--- config.mk ---
export PLATFORM = sky130hd
export DESIGN_NAME = decode_stretch
export DESIGN_NICKNAME = d
export VERILOG_FILES = /design/src/rtl/decode_stretch_pkg.sv /design/src/rtl/code_fifo.sv /design/src/rtl/decode_stretch.sv
export SDC_FILE = /design/constraint.sdc
export NUM_CORES = 1
export LEC_CHECK = 0
export ABC_AREA = 1
export BUFFER_PORTS_ARGS = -buffer_cell sky130_fd_sc_hd__buf_2
export CORE_MARGIN = 1.5
export CORE_UTILIZATION = 35
export CTS_BUF_LIST = sky130_fd_sc_hd__clkbuf_16
export DETAILED_ROUTE_END_ITERATION = 8
export PLACE_DENSITY_LB_ADDON = 0.2
export SETUP_SLACK_MARGIN = 0.2
export SKIP_CTS_REPAIR_TIMING = 1
export SLEW_MARGIN = 20
export SYNTH_ARGS = -nofsm -noshare
export SYNTH_HDL_FRONTEND = slang
export SYNTH_SLANG_ARGS = --single-unit
--- constraint.sdc ---
create_clock -name clk -period 4 [get_ports clk]
set_clock_uncertainty 0.1 [all_clocks]
set_input_delay 0.4 -clock clk [delete_from_list [all_inputs] [get_ports clk]]
set_output_delay 0.4 -clock clk [all_outputs]
set_load 0.1 [all_outputs]
--- src/rtl/decode_stretch_pkg.sv ---
// ----------------------------------------------------------------------------
// decode_stretch_pkg
// Shared definitions for the decode_stretch block and its code FIFO:
//   - state_e       : controller states (IDLE, DRIVE, GAP)
//   - CODE_W/OUT_W  : width of the binary code and of the one-hot output
//   - ENTRY_W       : width of one queued entry, {none, code}
//   - DEFAULT_HOLD / DEFAULT_DEPTH : default parameter values
//   - decodeEntry() : turns a queued entry into its one-hot output pattern
// ----------------------------------------------------------------------------
package decode_stretch_pkg;

   localparam int CODE_W        = 3;
   localparam int OUT_W         = 8;
   localparam int ENTRY_W       = CODE_W + 1;
   localparam int DEFAULT_HOLD  = 4;
   localparam int DEFAULT_DEPTH = 4;

   typedef enum logic [1:0] {
      IDLE  = 2'd0,
      DRIVE = 2'd1,
      GAP   = 2'd2
   } state_e;

   // A "none" entry (top bit set) decodes to all zeros; otherwise exactly
   // one bit is set, so the output can never carry more than one hot line.
   function automatic logic [OUT_W-1:0] decodeEntry(input logic [ENTRY_W-1:0] entry);
      logic [OUT_W-1:0] oneHot;
      oneHot = '0;
      if (!entry[CODE_W]) begin
         oneHot[entry[CODE_W-1:0]] = 1'b1;
      end
      return oneHot;
   endfunction

endpackage

--- src/rtl/code_fifo.sv ---
// ----------------------------------------------------------------------------
// code_fifo
// Small synchronous FIFO holding {none, code} entries for decode_stretch.
// Pointers carry one extra wrap bit so full and empty are told apart
// without an occupancy counter.
// Ports:
//   clk, rst_n   : clock, asynchronous active-low reset (clears pointers)
//   push_i       : write data_i this edge (ignored while full)
//   data_i       : entry to write
//   pop_i        : discard the head entry this edge (ignored while empty)
//   data_o       : current head entry
//   full_o       : no free slot
//   empty_o      : no stored entry
// ----------------------------------------------------------------------------
module code_fifo
   import decode_stretch_pkg::*;
#(
   parameter int DEPTH = DEFAULT_DEPTH,
   parameter int WIDTH = ENTRY_W
) (
   input  logic             clk,
   input  logic             rst_n,
   input  logic             push_i,
   input  logic [WIDTH-1:0] data_i,
   input  logic             pop_i,
   output logic [WIDTH-1:0] data_o,
   output logic             full_o,
   output logic             empty_o
);

   localparam int AW = $clog2(DEPTH);

   logic [WIDTH-1:0] mem_q [DEPTH];
   logic [AW:0]      wrPtr_q;
   logic [AW:0]      rdPtr_q;
   logic             doPush;
   logic             doPop;

   assign doPush = push_i && !full_o;
   assign doPop  = pop_i && !empty_o;

   // Pointer registers: the low AW bits address storage and wrap naturally
   // modulo DEPTH, the top bit flips on every wrap.
   always_ff @(posedge clk or negedge rst_n) begin
      if (!rst_n) begin
         wrPtr_q <= '0;
         rdPtr_q <= '0;
      end else begin
         if (doPush) begin
            wrPtr_q <= wrPtr_q + (AW+1)'(1);
         end
         if (doPop) begin
            rdPtr_q <= rdPtr_q + (AW+1)'(1);
         end
      end
   end

   // Storage needs no reset; a slot is only read after it has been written.
   always_ff @(posedge clk) begin
      if (doPush) begin
         mem_q[wrPtr_q[AW-1:0]] <= data_i;
      end
   end

   // Same address with different wrap bits means the writer lapped the reader.
   assign empty_o = (wrPtr_q == rdPtr_q);
   assign full_o  = (wrPtr_q[AW] != rdPtr_q[AW]) &&
                    (wrPtr_q[AW-1:0] == rdPtr_q[AW-1:0]);
   assign data_o  = mem_q[rdPtr_q[AW-1:0]];

endmodule

--- src/rtl/decode_stretch.sv ---
// ----------------------------------------------------------------------------
// decode_stretch
// Queues binary codes (the encoder's D output plus a "none" flag) and
// replays each as a one-hot line held for HOLD cycles, followed by a
// one-cycle gap during which done pulses.
// Ports:
//   clk, rst_n : clock, asynchronous active-low reset
//   in_valid   : a code is offered on in_code / in_none
//   in_code    : binary index of the line to assert
//   in_none    : no line active; the entry drives Y=0 for its period
//   in_ready   : a code can be accepted this cycle
//   Y          : registered one-hot output
//   y_valid    : a decode period is in progress
//   done       : one-cycle pulse in the gap after each decode period
// ----------------------------------------------------------------------------
module decode_stretch
   import decode_stretch_pkg::*;
#(
   parameter int HOLD  = DEFAULT_HOLD,
   parameter int DEPTH = DEFAULT_DEPTH
) (
   input  logic              clk,
   input  logic              rst_n,
   input  logic              in_valid,
   input  logic [CODE_W-1:0] in_code,
   input  logic              in_none,
   output logic              in_ready,
   output logic [OUT_W-1:0]  Y,
   output logic              y_valid,
   output logic              done
);

   localparam int CNT_W = $clog2(HOLD + 1);
   localparam logic [CNT_W-1:0] CNT_LOAD = CNT_W'(HOLD - 1);

   state_e             state_q,   state_d;
   logic [CNT_W-1:0]   holdCnt_q, holdCnt_d;
   logic [OUT_W-1:0]   y_q,       y_d;
   logic               readyEn_q;
   logic               push;
   logic               pop;
   logic               fifoFull;
   logic               fifoEmpty;
   logic [ENTRY_W-1:0] fifoHead;

   // readyEn_q keeps in_ready low throughout reset and lets it rise on the
   // first edge after release. Full comes from registered pointers, so a pop
   // on the same edge never opens a slot for a push while full.
   always_ff @(posedge clk or negedge rst_n) begin
      if (!rst_n) begin
         readyEn_q <= 1'b0;
      end else begin
         readyEn_q <= 1'b1;
      end
   end

   assign in_ready = readyEn_q && !fifoFull;
   assign push     = in_valid && in_ready;

   code_fifo #(
      .DEPTH (DEPTH),
      .WIDTH (ENTRY_W)
   ) u_fifo (
      .clk     (clk),
      .rst_n   (rst_n),
      .push_i  (push),
      .data_i  ({in_none, in_code}),
      .pop_i   (pop),
      .data_o  (fifoHead),
      .full_o  (fifoFull),
      .empty_o (fifoEmpty)
   );

   // State, hold counter and output register. Reset clears them at once, so
   // an in-flight period is abandoned and done cannot pulse.
   always_ff @(posedge clk or negedge rst_n) begin
      if (!rst_n) begin
         state_q   <= IDLE;
         holdCnt_q <= '0;
         y_q       <= '0;
      end else begin
         state_q   <= state_d;
         holdCnt_q <= holdCnt_d;
         y_q       <= y_d;
      end
   end

   // IDLE and GAP both start a new period when something is queued, which is
   // what gives back-to-back entries a period of HOLD+1 cycles. DRIVE counts
   // HOLD-1 down to 0, so it lasts exactly HOLD cycles.
   always_comb begin
      state_d   = state_q;
      holdCnt_d = holdCnt_q;
      y_d       = y_q;
      pop       = 1'b0;
      case (state_q)
         IDLE, GAP: begin
            if (!fifoEmpty) begin
               pop       = 1'b1;
               state_d   = DRIVE;
               holdCnt_d = CNT_LOAD;
               y_d       = decodeEntry(fifoHead);
            end else begin
               state_d = IDLE;
               y_d     = '0;
            end
         end
         DRIVE: begin
            if (holdCnt_q == '0) begin
               state_d = GAP;
               y_d     = '0;
            end else begin
               holdCnt_d = holdCnt_q - CNT_W'(1);
            end
         end
         default: begin
            state_d   = IDLE;
            holdCnt_d = '0;
            y_d       = '0;
         end
      endcase
   end

   assign Y       = y_q;
   assign y_valid = (state_q == DRIVE);
   assign done    = (state_q == GAP);

endmodule

==> tab_implementation.tex <==
\begin{tabular}{lr}
\hline
Metric & Value \\
\hline
\multicolumn{2}{l}{\textbf{CTS}} \\
\quad TritonCTS clock tree & done \\
\quad Master cell of the clock root buffer & clkbuf\_16 \\
\quad Htree depth & 2 \\
\quad Insertion delay of the later-clocked pin in the worst-skew pair & 0.28 ns \\
\quad TritonCTS sink count & 36 \\
\quad Post-CTS clock slew at the launch and capture registers of the worst setup and hold paths & 0.06 ns \\
\quad Number of buffers created by CTS & 5 \\
\quad Max clock buf depth & 2 \\
\multicolumn{2}{l}{\textbf{STA}} \\
\quad Highest attainable clock frequency & 445 MHz \\
\quad Post-layout minimum cycle time & 2.25 ns \\
\quad Fin. max-slew vios & 0 \\
\quad Count of endpoints failing setup in the final report & 0 \\
\quad Final Hold Fails & 20 \\
\quad Post-route setup TNS & 0 ns \\
\quad Tcrit/Tclk final & 0.561 \\
\quad Minimum hold slack & -0.0374 ns \\
\quad RSZ-0062 raised after global routing & no \\
\multicolumn{2}{l}{\textbf{Yosys}} \\
\quad Portion of the post-synthesis area used by sequential elements & 0.564 \\
\quad Async SR Flop Fraction & 0.556 \\
\quad Per-instance average area after synthesis & 9.56 um2 \\
\quad Gate count of the mapped netlist & 182 \\
\quad Yosys warning count & 0 \\
\quad Share of the synthesized netlist area taken by xor and xnor gates & 0.0201 \\
\quad Multiplexer share of the synthesized area & 0 \\
\quad Library cells used by synthesis & 23 \\
\quad Adder-Cell Fraction of Synth Area & 0.0504 \\
\quad Cell Area, Synth & 1740 um2 \\
\quad Syn Nets & 196 \\
\quad Number of synthesized flops with an enable pin & 16 \\
\quad Simple logic cell fraction of the synthesized area & 0.281 \\
\quad Number of synthesized register bits & 36 \\
\quad Dominant synthesized flop cell & dfrtp\_1 \\
\quad Compound-Gate Fraction of Synth Area & 0.0259 \\
\quad Largest family of logic cells by synthesized area & simple AND/OR/NAND/NOR gates \\
\multicolumn{2}{l}{\textbf{Die}} \\
\quad \# IOs & 18 \\
\quad Height of the chip & 73.5 um \\
\quad Initial standard-cell utilization of the core & 0.366 \\
\quad Die area & 5400 um2 \\
\quad Rows & 25 \\
\quad Width of the die & 73.5 um \\
\quad Core region area & 4750 um2 \\
\multicolumn{2}{l}{\textbf{Setup path}} \\
\quad Critical R2R Capture & u\_fifo.mem\_q[2][2] \\
\quad Start point of the critical path & u\_fifo.rdPtr\_q[0] \\
\quad Setup crit start kind & flip-flop \\
\quad Worst R2R Setup Slack & 2.12 ns \\
\quad Data arrival time of the critical path & 1.75 ns \\
\quad Worst setup path category & reg2out \\
\quad Startpoint of the lowest-slack register-to-register path & u\_fifo.rdPtr\_q[0] \\
\quad Maximum net fanout on the critical path & 11 \\
\quad Critical path endpoint category & output pin \\
\quad Critical path capture point & in\_ready \\
\quad Worst path required time & roughly 3.5 ns \\
\quad Cells on worst reg2reg path & 6 \\
\multicolumn{2}{l}{\textbf{Global routing}} \\
\quad GR Layer Usage met1 & 0.184 \\
\quad First-pass GRT wire length & 5170 um \\
\quad Number of antenna violations at the first check in global routing & 0 \\
\quad GRT Resource Usage Total & 0.128 \\
\quad Met3 demand-to-capacity share in global routing & 0.0549 \\
\quad Number of global-route vias before repair & 1094 \\
\quad Overflow left after global routing & 0 \\
\quad Maximum number of pins on one net before global-route repair & 21 \\
\quad Busiest grt layer & met1 \\
\quad M2 GR Usage & 0.173 \\
\multicolumn{2}{l}{\textbf{Drt}} \\
\quad Avg WL per Cell & 11.0 um \\
\quad Ratio of routed vias to standard cells & 4.32 \\
\quad Total number of vias & around 1200 \\
\quad Total Routed Length & between 3000 and 4000 um \\
\quad Drt first pass iters & 4 \\
\quad Number of DRC markers after the initial detailed-route iteration & 55 \\
\quad Remaining design rule violation count & 0 \\
\quad Detail Route Antenna Nets & 0 \\
\multicolumn{2}{l}{\textbf{Place}} \\
\quad Number of placed cells counting well taps & 265 \\
\quad Weighted congestion reported at the end of routability-driven placement & about 0.71 \\
\quad Post-DP HPWL & 2210 um \\
\quad Number of buffers added on ports & 17 \\
\multicolumn{2}{l}{\textbf{Layout}} \\
\quad Layout net count & approximately 220 \\
\quad Share of post-route cells with drive strength above 1 & 0.204 \\
\quad Count of non-filler cells in the finished layout & 273 \\
\quad Post-synthesis to final-layout area growth & 18.7\% \\
\quad Antenna diodes & 0 \\
\multicolumn{2}{l}{\textbf{Min path}} \\
\quad Path class of the lowest-slack min-delay path & in2async \\
\multicolumn{2}{l}{\textbf{Status}} \\
\quad Status & finished, violations left \\
\quad Violated checks & negative hold slack \\
\multicolumn{2}{l}{\textbf{Flow run}} \\
\quad Number of maximum-capacitance constraint violations & 0 \\
\hline
\end{tabular}
[layout make-up]
type	count	area, um2
clock buffers	5	125
clock inverters	3	42.5
flip-flops and latches	36	981
fillers	486	2690
repair buffers	17	85.1
well taps	67	83.8
multi-input cells	123	659
inverters	22	87.6
[kinds of logic (layout without fill, tap and decap cells)]
logic type / count (synthesis) / in the layout
AO/OA/AOI/OAI: 9 / 9
adder cells (fa/ha/maj): 7 / 7
other: 1 / 1
XOR/XNOR: 4 / 4
AND/OR/NAND/NOR: 102 / 102
flip-flops: 36 / 36
buffers and inverters: 23 / 47
[placed cells by master (no fill, tap or decap), types with 2 or more instances in the layout]
| cell | n |
|---|---|
| inv_1 | 18 |
| nand2_2 | 4 |
| a21oi_1 | 2 |
| nand3_2 | 2 |
| buf_2 | 17 |
| edfxtp_1 | 16 |
| nor2_1 | 20 |
| nand3_1 | 10 |
| nand2_4 | 4 |
| o21ai_0 | 3 |
| ha_1 | 7 |
| xor2_1 | 3 |
| o21ai_1 | 4 |
| inv_2 | 3 |
| clkbuf_16 | 5 |
| dfrtp_1 | 20 |
| nand2_1 | 58 |
[flip-flops by register name, summed over array words and instances, names as in the netlist]
register	flops
u_fifo.mem_q	16
readyEn_q	1
holdCnt_q	3
Y	8
u_fifo.rdPtr_q	3
state_q	2
u_fifo.wrPtr_q	3
[stage by stage]
step	worst slack [ns]	utilization	hold slack [ns]	area [um2]
floorplan	1.80	-	0.00441	1740
global placement	2.08	0.399	0.285	1900
detailed placement	2.05	0.399	0.286	1900
CTS	1.74	0.434	-0.0185	2060
global route	1.65	0.434	0.0138	2060
finish	1.75	0.434	-0.0374	2060
[routing by layer]
layer  routed length, um  share of wire
met5                   0              0
met4                  23         0.0077
met3                 142          0.047
met2                1230           0.41
met1                1610           0.54
[synth_stat cells, types with 2 or more instances]
library cell  count  share of area
inv_1            18          0.039
nand3_1          10          0.029
nand3_2           2          0.012
nand2_4           4          0.026
nand2_2           4          0.014
xor2_1            3          0.015
ha_1              7          0.050
edfxtp_1         16           0.28
dfrtp_1          20           0.29
nand2_1          58           0.13
o21ai_1           4          0.012
inv_2             3         0.0065
nor2_1           20          0.043
a21oi_1           2         0.0058
o21ai_0           3         0.0086
[worst min-delay path by stage]
stage | startpoint | endpoint | slack, ns | cells past startpoint
CTS | rst_n | holdCnt_q[0] | -0.02 | 1
detailed placement | rst_n | holdCnt_q[0] | 0.29 | 1
global placement | rst_n | holdCnt_q[2] | 0.28 | 1
global route | rst_n | holdCnt_q[0] | 0.01 | 1
floorplan | rst_n | Y[0] | 0.004 | 0
finish | rst_n | holdCnt_q[0] | -0.04 | 1
[critical path, stage by stage, from the launching register on]
cell and delay, ns:
dfrtp_1 0.60, inv_6 0.09, nand2_2 0.09, nand2_4 0.06, nand3_2 0.09, nand2_1 0.06, inv_2 0.05, buf_2 0.41
Power is left out: the tool's default activity adds up to more than one toggle a clock period on the data nets, which glitch-free logic cannot reach.
